--- src/rtl/lfsr_blink_scheduler_if.sv ---
`default_nettype none
// ----------------------------------------------------------------------------
// Module   : lfsr_blink_scheduler_if
// Brief    : Request / LED / grant / tick bundle of the blink scheduler.
//            The master drives requests; the slave (scheduler) drives the
//            LED, grant and tick outputs.
// Revision : 1.0 - initial release
// ----------------------------------------------------------------------------
interface lfsr_blink_scheduler_if;
  logic [3:0] i_Req;
  logic [3:0] o_LED;
  logic [3:0] o_Grant;
  logic       o_Tick;

  modport master (
    output i_Req,
    input  o_LED,
    input  o_Grant,
    input  o_Tick
  );

  modport slave (
    input  i_Req,
    output o_LED,
    output o_Grant,
    output o_Tick
  );
endinterface
`default_nettype wire

--- src/rtl/lfsr_blink_scheduler.sv ---
`default_nettype none
// ----------------------------------------------------------------------------
// Module   : lfsr_blink_scheduler
// Brief    : One XNOR-LFSR timebase shared by four LED channels. Each tick
//            steps a blink sequencer (ON one tick period, OFF one tick
//            period) and the grant rotates round-robin over requesters.
// Revision : 1.0 - initial release
// ----------------------------------------------------------------------------
module lfsr_blink_scheduler #(
  parameter int LFSR_WIDTH = 22,
  parameter int TAP_HI     = 21,
  parameter int TAP_LO     = 20
) (
  input  wire logic              i_Clk,
  input  wire logic              i_Rst,
  lfsr_blink_scheduler_if.slave  bus
);

  typedef enum logic [1:0] {
    ST_IDLE = 2'd0,
    ST_ON   = 2'd1,
    ST_OFF  = 2'd2
  } state_t;

  logic [LFSR_WIDTH-1:0] r_Lfsr;
  logic                  r_Tick;
  state_t                r_State;
  logic [1:0]            r_Owner;
  logic [3:0]            r_LED;
  logic [3:0]            r_Grant;

  logic                  w_Feedback;
  logic                  w_AnyReq;
  logic [1:0]            w_NextOwner;
  logic [3:0]            w_OwnerOneHot;

  // First requester after 'owner' in rotating order; the owner itself is
  // checked last so a sole requester may be re-granted.
  function automatic logic [1:0] f_search(input logic [1:0] owner,
                                          input logic [3:0] req);
    logic [1:0] res;
    logic [1:0] idx;
    res = owner;
    // Walk from the farthest offset down so the nearest hit wins.
    for (int i = 4; i >= 1; i--) begin
      idx = owner + 2'(i);
      if (req[idx]) res = idx;
    end
    return res;
  endfunction

  assign w_Feedback    = ~(r_Lfsr[TAP_HI] ^ r_Lfsr[TAP_LO]);
  assign w_AnyReq      = |bus.i_Req;
  assign w_NextOwner   = f_search(r_Owner, bus.i_Req);
  assign w_OwnerOneHot = 4'b0001 << r_Owner;

  assign bus.o_Tick  = r_Tick;
  assign bus.o_LED   = r_LED;
  assign bus.o_Grant = r_Grant;

  // Timebase: XNOR LFSR starting at zero; the tick marks each return to zero.
  always_ff @(posedge i_Clk) begin
    if (i_Rst) begin
      r_Lfsr <= '0;
      r_Tick <= 1'b0;
    end else begin
      r_Lfsr <= {r_Lfsr[LFSR_WIDTH-2:0], w_Feedback};
      r_Tick <= (r_Lfsr == '0);
    end
  end

  // Blink sequencer with round-robin grant; outputs follow the state by one cycle.
  always_ff @(posedge i_Clk) begin
    if (i_Rst) begin
      r_State <= ST_IDLE;
      r_Owner <= 2'd3;
      r_LED   <= 4'b0000;
      r_Grant <= 4'b0000;
    end else begin
      r_LED   <= (r_State == ST_ON) ? w_OwnerOneHot : 4'b0000;
      r_Grant <= (r_State == ST_ON || r_State == ST_OFF) ? w_OwnerOneHot : 4'b0000;
      case (r_State)
        ST_IDLE: begin
          if (r_Tick && w_AnyReq) begin
            r_Owner <= w_NextOwner;
            r_State <= ST_ON;
          end
        end
        ST_ON: begin
          // A dropped request cuts the ON period short without waiting for a tick.
          if (r_Tick || !bus.i_Req[r_Owner]) begin
            r_State <= ST_OFF;
          end
        end
        ST_OFF: begin
          if (r_Tick) begin
            if (w_AnyReq) begin
              r_Owner <= w_NextOwner;
              r_State <= ST_ON;
            end else begin
              // Owner is kept so the next search resumes after it.
              r_State <= ST_IDLE;
            end
          end
        end
        default: r_State <= ST_IDLE;
      endcase
    end
  end

endmodule
`default_nettype wire

--- src/flat_wrapper.sv ---
// flat-port wrapper written by rule: the top's interface ports become plain ports
module lfsr_blink_scheduler_flat 
#(
  parameter int LFSR_WIDTH = 22,
  parameter int TAP_HI     = 21,
  parameter int TAP_LO     = 20
)
  (i_Clk, i_Rst, bus_i_Req, bus_o_LED, bus_o_Grant, bus_o_Tick);
  lfsr_blink_scheduler_if bus_i ();
  input  wire logic i_Clk;
  input  wire logic i_Rst;
  input wire logic [$bits(bus_i.i_Req)-1:0] bus_i_Req;
  output wire logic [$bits(bus_i.o_LED)-1:0] bus_o_LED;
  output wire logic [$bits(bus_i.o_Grant)-1:0] bus_o_Grant;
  output wire logic [$bits(bus_i.o_Tick)-1:0] bus_o_Tick;
  assign bus_i.i_Req = bus_i_Req;
  assign bus_o_LED = bus_i.o_LED;
  assign bus_o_Grant = bus_i.o_Grant;
  assign bus_o_Tick = bus_i.o_Tick;
  lfsr_blink_scheduler #(.LFSR_WIDTH(LFSR_WIDTH), .TAP_HI(TAP_HI), .TAP_LO(TAP_LO)) u_core (.i_Clk(i_Clk), .i_Rst(i_Rst), .bus(bus_i));
endmodule
--- config.mk ---
export PLATFORM = sky130hd
export DESIGN_NAME = lfsr_blink_scheduler_flat
export DESIGN_NICKNAME = d
export VERILOG_FILES = /design/src/rtl/lfsr_blink_scheduler_if.sv /design/src/rtl/lfsr_blink_scheduler.sv /design/src/flat_wrapper.sv
export SDC_FILE = /design/constraint.sdc
export NUM_CORES = 1
export LEC_CHECK = 0
export CAP_MARGIN = 0
export CORE_MARGIN = 1
export CORE_UTILIZATION = 54
export CTS_BUF_LIST = sky130_fd_sc_hd__clkbuf_8 sky130_fd_sc_hd__clkbuf_16
export DETAILED_ROUTE_END_ITERATION = 8
export PLACE_DENSITY = 0.86
export SETUP_SLACK_MARGIN = 0.02
export SYNTH_ARGS = -nofsm -noshare
export SYNTH_HDL_FRONTEND = slang
export SYNTH_SLANG_ARGS = --single-unit
--- constraint.sdc ---
create_clock -name i_Clk -period 2.9 [get_ports i_Clk]
set_input_delay 0.87 -clock i_Clk [delete_from_list [all_inputs] [get_ports i_Clk]]
set_output_delay 0.87 -clock i_Clk [all_outputs]
set_load 0.05 [all_outputs]
==> results of run 1 <==
## flip-flops by register name (all words and copies together), names as in the netlist
signal,cells
u_core.bus.o_Grant,4
u_core.bus.o_LED,4
u_core.r_Lfsr,22
u_core.bus.o_Tick,1
u_core.r_State,2
u_core.r_Owner,2
## through the flow
stage               power [µW]  std cells  worst slack, ns
floorplan                686.5        128           0.6894
global placement         738.8        171           0.2278
detailed placement       746.6        171           0.1801
CTS                       1093        179           0.4360
global route              1137        179           0.3352
finish                    1079        179           0.4380
## worst max-delay path, stage by stage, from the launching register on
cell and delay [ns]:
dfxtp_1 0.60, inv_1 0.17, ha_1 0.38, mux4_2 0.49, nand2b_1 0.16, and4_1 0.20
or3_1 0.34
## synth_stat cells (3+ instances only)
master	number
nor2b_1	22
mux2i_1	3
inv_1	7
dfxtp_1	35
clkbuf_1	3
and2_1	8
mux2_2	4
nor4_1	4
ha_1	9
nor2_1	7
## metal layers
layer	routed length, µm	vias to the layer above	track usage [%]	part of all wire (%)
li1	-	478	-	-
met1	988	447	20.54	41
met2	1234	26	34.39	52
met3	112	4	7.826	4.7
met4	49	0	14.04	2.1
met5	0	-	0	0
## power by group through the flow
stage,clock network [µW],logic (µW),registers (µW)
6_report,344,213,523
5_1_grt,379,232,526
4_1_cts,357,213,523
3_5_place_dp,0,213,534
3_3_place_gp,0,206,533
2_1_floorplan,0,124,563
## how the worst max path moves through the flow
stage	endpoint	slack, ns	cells past startpoint
2_1_floorplan	u_core.r_Owner[0]	0.69	7
3_3_place_gp	u_core.r_Owner[0]	0.23	5
3_5_place_dp	u_core.r_Owner[0]	0.18	5
4_1_cts	u_core.r_Owner[0]	0.44	6
5_1_grt	u_core.r_Owner[0]	0.34	6
6_report	u_core.r_Owner[0]	0.44	6
## cell families (layout without fill, tap and decap cells)
logic type                 count (synthesis)  count (layout)  share of synthesized area, %
and+or+nand+nor                           54              54                         23.92
DFF                                       35              35                         50.36
buffers and inverters                     11              32                         3.057
AOI/OAI and AO/OA                         10              10                         5.667
muxes                                      9               9                         8.903
adders and majority gates                  9               9                         8.094
## layout make-up
| type | instances | area, µm² |
|---|---|---|
| well taps | 30 | 37.54 |
| clock inverters | 3 | 20.02 |
| flip-flops and latches | 35 | 700.7 |
| clock buffers | 5 | 68.82 |
| inverters | 7 | 26.28 |
| repair buffers | 17 | 162.7 |
| multi-input cells | 82 | 648.1 |
| fillers | 193 | 790.8 |
==> flow_metrics.tcl, run 1 <==
set metrics [dict create \
    grt_max_degree 16 \
    vdd_drop_max_v 0.0005804 \
    root_buffer "clkbuf_8" \
    core_area_um2 2455 \
    rows 18 \
    worstPathArrival_ns 2.64 \
    fmaxAchievable_mhz 406.2 \
    initial_core_util_pct 56.68 \
    grt_pass1_vias 913 \
    tightest_slew_ns 0.4895 \
    min_from "u_core.r_Lfsr[9]" \
    drt-initial-drc-count 19 \
    timing.final.crit_share_pct 84.90 \
    finClkSkew_ns 0.006564 \
    yosysUniqueCellTypes 31 \
    drt_wl_total_mm 2.385 \
    nets 163 \
    synth_seq_area_share_pct 50.36 \
    reg2reg_setup_slack_ns 0.44 \
    dieHeight_um 52.76 \
    clkLatencyLatePin_ns 0.29 \
    antennaDiodeCount 0 \
    max-slew-margin-rel_pct 67.26 \
    hold_depth 1 \
    synth_top_area_share_pct 50.36 \
    syn_avg_cell_area_um2 10.87 \
    status "finished, final reports clean" \
    synth-main-ff-cell "dfxtp_1" \
    start_kind "register" \
    dp_hpwl_mm 1.754 \
    synthArstFlopShare_pct 0 \
    antenna_found_initial 0 \
    post-route-util_pct 67.79 \
    cts_buffers 5 \
    synth_edf_count 0 \
    h-tree-depth 2 \
    worstSetupPathType "reg2reg" \
    place_congestion 0.7818 \
    switching_share_pct 28.74 \
    r2r_cells 6 \
    grt_overflow 0 \
    clk_pin_slew_worst_paths_ns 0.07 \
    cp_max_fo 11 \
    cts_hold_buffers 0 \
    maxCapViolCount 0 \
    avgRoutedWirePerCell_um 13.32 \
    dr.pass1.iters 6 \
    final-setup-viol-count 0 \
    power_per_cell_area_nw_per_um2 648.3 \
    area_delta_synth_final_pct 19.60 \
    final_area_um2 1664 \
    cp.required_ns 3.07 \
    synth_nets 143 \
    cts_setup_buffers 0 \
    cts_buffer_depth 2 \
    syn_inst 128 \
    vias_per_cell 5.335 \
    yosys-top-cells-area "dfxtp_1 (50%), nor2b_1 (9.9%), ha_1 (8.1%)" \
    switchingPower_uw 310.1 \
    ys.warnings.count 0 \
    dpl_cell_area_um2 1575 \
    clockPowerShare_pct 31.8 \
    pwr-share-seq_pct 48.5 \
    end_kind "register" \
    numClockSinks 35 \
    rsz0062_at_grt "no" \
    p_comb_share_pct 19.7 \
    io_buffers 14 \
    synth.largest_area_cell "dfxtp_1" \
    r2r_start "u_core.r_Owner[0]" \
    hold_violations 0 \
    grt_pass1_wl_mm 3.905 \
    hp-class "reg2reg" \
    track_usage_pct 20.44 \
    drc_errors 0 \
    drtAntennaViolNets 0 \
    synth_seq_cells 35 \
    cts_tree "built" \
    cts_resized 0 \
    setup_tns_ns 0 \
    slew_viol_final 0 \
    dieArea_um2 2784 \
    power_leakage_uw 0.0006769 \
    final_cell_mix "dfxtp_1 (35), nor2b_1 (22), clkdlybuf4s50_1 (14), ha_1 (9), and2_1 (8)" \
    io_pins 15 \
    hold_end "u_core.bus.o_Tick" \
    whs_ns 0.4358 \
    die_x_um 52.76 \
    drive_above_1_share_pct 13.42 \
    syn_area_um2 1391 \
    period_minus_slack_ns 2.462 \
    via_count 955 \
    crit_start "u_core.r_Owner[0]" \
    r2r-end "u_core.r_Owner[0]" \
    p_int_uw 768.8 \
    final_common_cell "dfxtp_1" \
]
(Power assumes the default switching activity.)
==> run 2: changes to the inputs <==
CORE_UTILIZATION = 49   (was 54)
PLACE_DENSITY = 0.82   (was 0.86)
clock period = 2.15 ns   (was 2.9 ns; I/O delays follow)
==> run 2 against run 1 <==
Effect of this change: clock power rose by 20%; cell area is 2.6% higher; non-clock buffer count is 5 higher; count of clock-buffer cells in the layout did not move; sequential cell count did not move; largest power group unchanged; via count is 2.9% higher; core utilization shrank 1.9 points; power grew 33%; critical path type is now in2reg; critical path depth did not move; combinational power up 53%; sequential power up 33%; worst hold slack got worse by 0.021 ns; largest cell class unchanged.
==> flow_metrics.tcl, run 2 (same netlist as run 1, synthesis figures left out) <==
set metrics [dict create \
    vdd_drop_max_v 0.0006061 \
    r2r_cells 6 \
    avgRoutedWirePerCell_um 13.79 \
    cts_tree "built" \
    power_leakage_uw 0.0007096 \
    cts_buffers 5 \
    post-route-util_pct 65.89 \
    final_common_cell "dfxtp_1" \
    reg2reg_setup_slack_ns 0.16 \
    cp.required_ns 2.32 \
    path_cells "clkdlybuf4s50_1 -> buf_4 -> or4_2 -> a21oi_2 -> nor3_1 -> mux2_2" \
    h-tree-depth 2 \
    worstPathArrival_ns 2.24 \
    hp-class "reg2reg" \
    dp_cells 176 \
    power_uw 1436 \
    drt_wl_total_mm 2.510 \
    rows 18 \
    dieArea_um2 3056 \
    largest_register "u_core.r_Lfsr" \
    dr.pass1.iters 4 \
    start_kind "input port" \
    numClockSinks 35 \
    grt_max_degree 19 \
    finClkSkew_ns 0.003384 \
    cts_buffer_depth 2 \
    io_buffers 14 \
    place_congestion 0.7975 \
    initial_core_util_pct 53.72 \
    dieHeight_um 55.29 \
    nets 168 \
    period_minus_slack_ns 2.070 \
    hold_depth 1 \
    r2r-end "u_core.r_Owner[0]" \
    antenna_found_initial 0 \
    fmaxAchievable_mhz 483.0 \
    power_per_cell_area_nw_per_um2 841.5 \
    finalNonFillerCells 182 \
    hold_end "u_core.bus.o_Tick" \
    final-setup-viol-count 0 \
    cp_max_fo 7 \
    drt-initial-drc-count 8 \
    die_x_um 55.29 \
    dp_hpwl_mm 1.814 \
    drtAntennaViolNets 0 \
    min_from "u_core.r_Lfsr[9]" \
    status "finished, final reports clean" \
    area_delta_synth_final_pct 22.66 \
    track_usage_pct 18.39 \
    max-slew-margin-rel_pct 67.20 \
    via_count 983 \
    grt_overflow 0 \
    worstSetupPathType "in2reg" \
    r2r_start "u_core.r_Owner[1]" \
    critPathMaxStageDelay_ns 0.55 \
    filler_cell_count 194 \
    end_kind "register" \
    clkLatencyLatePin_ns 0.28 \
    vias_per_cell 5.401 \
    io_pins 15 \
    drive_above_1_share_pct 17.11 \
    cp_slowest_cell "or4_2" \
    drc_errors 0 \
    grt_pass1_vias 971 \
    slew_viol_final 0 \
    rsz0062_at_grt "no" \
    hold_violations 0 \
    maxCapViolCount 0 \
    final_cell_mix "dfxtp_1 (35), nor2b_1 (22), clkdlybuf4s50_1 (10), buf_4 (9)" \
    core_area_um2 2590 \
    antennaDiodeCount 0 \
    tightest_slew_ns 0.4905 \
    grt_pass1_wl_mm 4.243 \
    root_buffer "clkbuf_8" \
    clk_pin_slew_worst_paths_ns 0.06 \
    largest_reg_flops 22 \
    timing.final.crit_share_pct 96.30 \
]
==> run 2: worst max-delay path by stage <==
stage / startpoint / end / cells after the start
6_report: bus_i_Req[3] / u_core.r_State[0] / 6
5_1_grt: bus_i_Req[3] / u_core.r_State[0] / 6
4_1_cts: bus_i_Req[2] / u_core.r_Owner[0] / 5
3_5_place_dp: bus_i_Req[1] / u_core.r_Owner[0] / 5
3_3_place_gp: bus_i_Req[0] / u_core.r_State[0] / 5
2_1_floorplan: u_core.r_Owner[0] / u_core.r_Owner[0] / 7
==> run 2: power breakdown <==
part	switching (µW)	leakage (µW)	internal, µW
Clock	203	0.0000413	210
Sequential	16.6	0.000284	680
Combinational	177	0.000385	148
Total	397	0.000710	1040
==> run 2: metrics by stage <==
step	TNS (ns)	hold slack [ns]	setup slack (ns)	cell area, µm²
after global placement	-0.9970	0.3964	-0.2806	1623
after CTS	0	0.4168	0.009954	1693
after global routing	0	0.4431	0.03254	1707
after detailed placement	-1.180	0.4077	-0.3287	1623
after floorplan	0	0.3888	0.04597	1410
final	0	0.4149	0.07953	1707
==> run 2: per-layer routing <==
| layer | track usage, % | routed length (µm) |
|---|---|---|
| met1 | 20.21 | 1086 |
| met2 | 29.60 | 1260 |
| met3 | 6.557 | 103 |
| met4 | 12.50 | 59 |
| met5 | 0 | 0 |
==> run 2: what timing repair did <==
item	CTS	global route
endpoints found under the setup margin	3	3
pin swaps	0	1
gates resized for setup	2	4
buffers inserted	0	0
hold buffers	0	0
==> run 2: worst max-delay path: cells and delay by family <==
family | cells | cell delay (ns)
AND/OR/NAND/NOR | 2 | 0.60
buffers and inverters | 2 | 0.59
multiplexers | 1 | 0.25
AO/OA/AOI/OAI | 1 | 0.14
==> run 2: cell type report <==
class | count | area [µm²] | area share [%]
clock inverter | 1 | 3.754 | 0.2199
timing repair buffer | 22 | 197.7 | 11.58
tap | 30 | 37.54 | 2.199
clock buffer | 5 | 68.82 | 4.032
multi-input combinational | 82 | 671.9 | 39.37
inverter | 7 | 26.28 | 1.540
sequential | 35 | 700.7 | 41.06
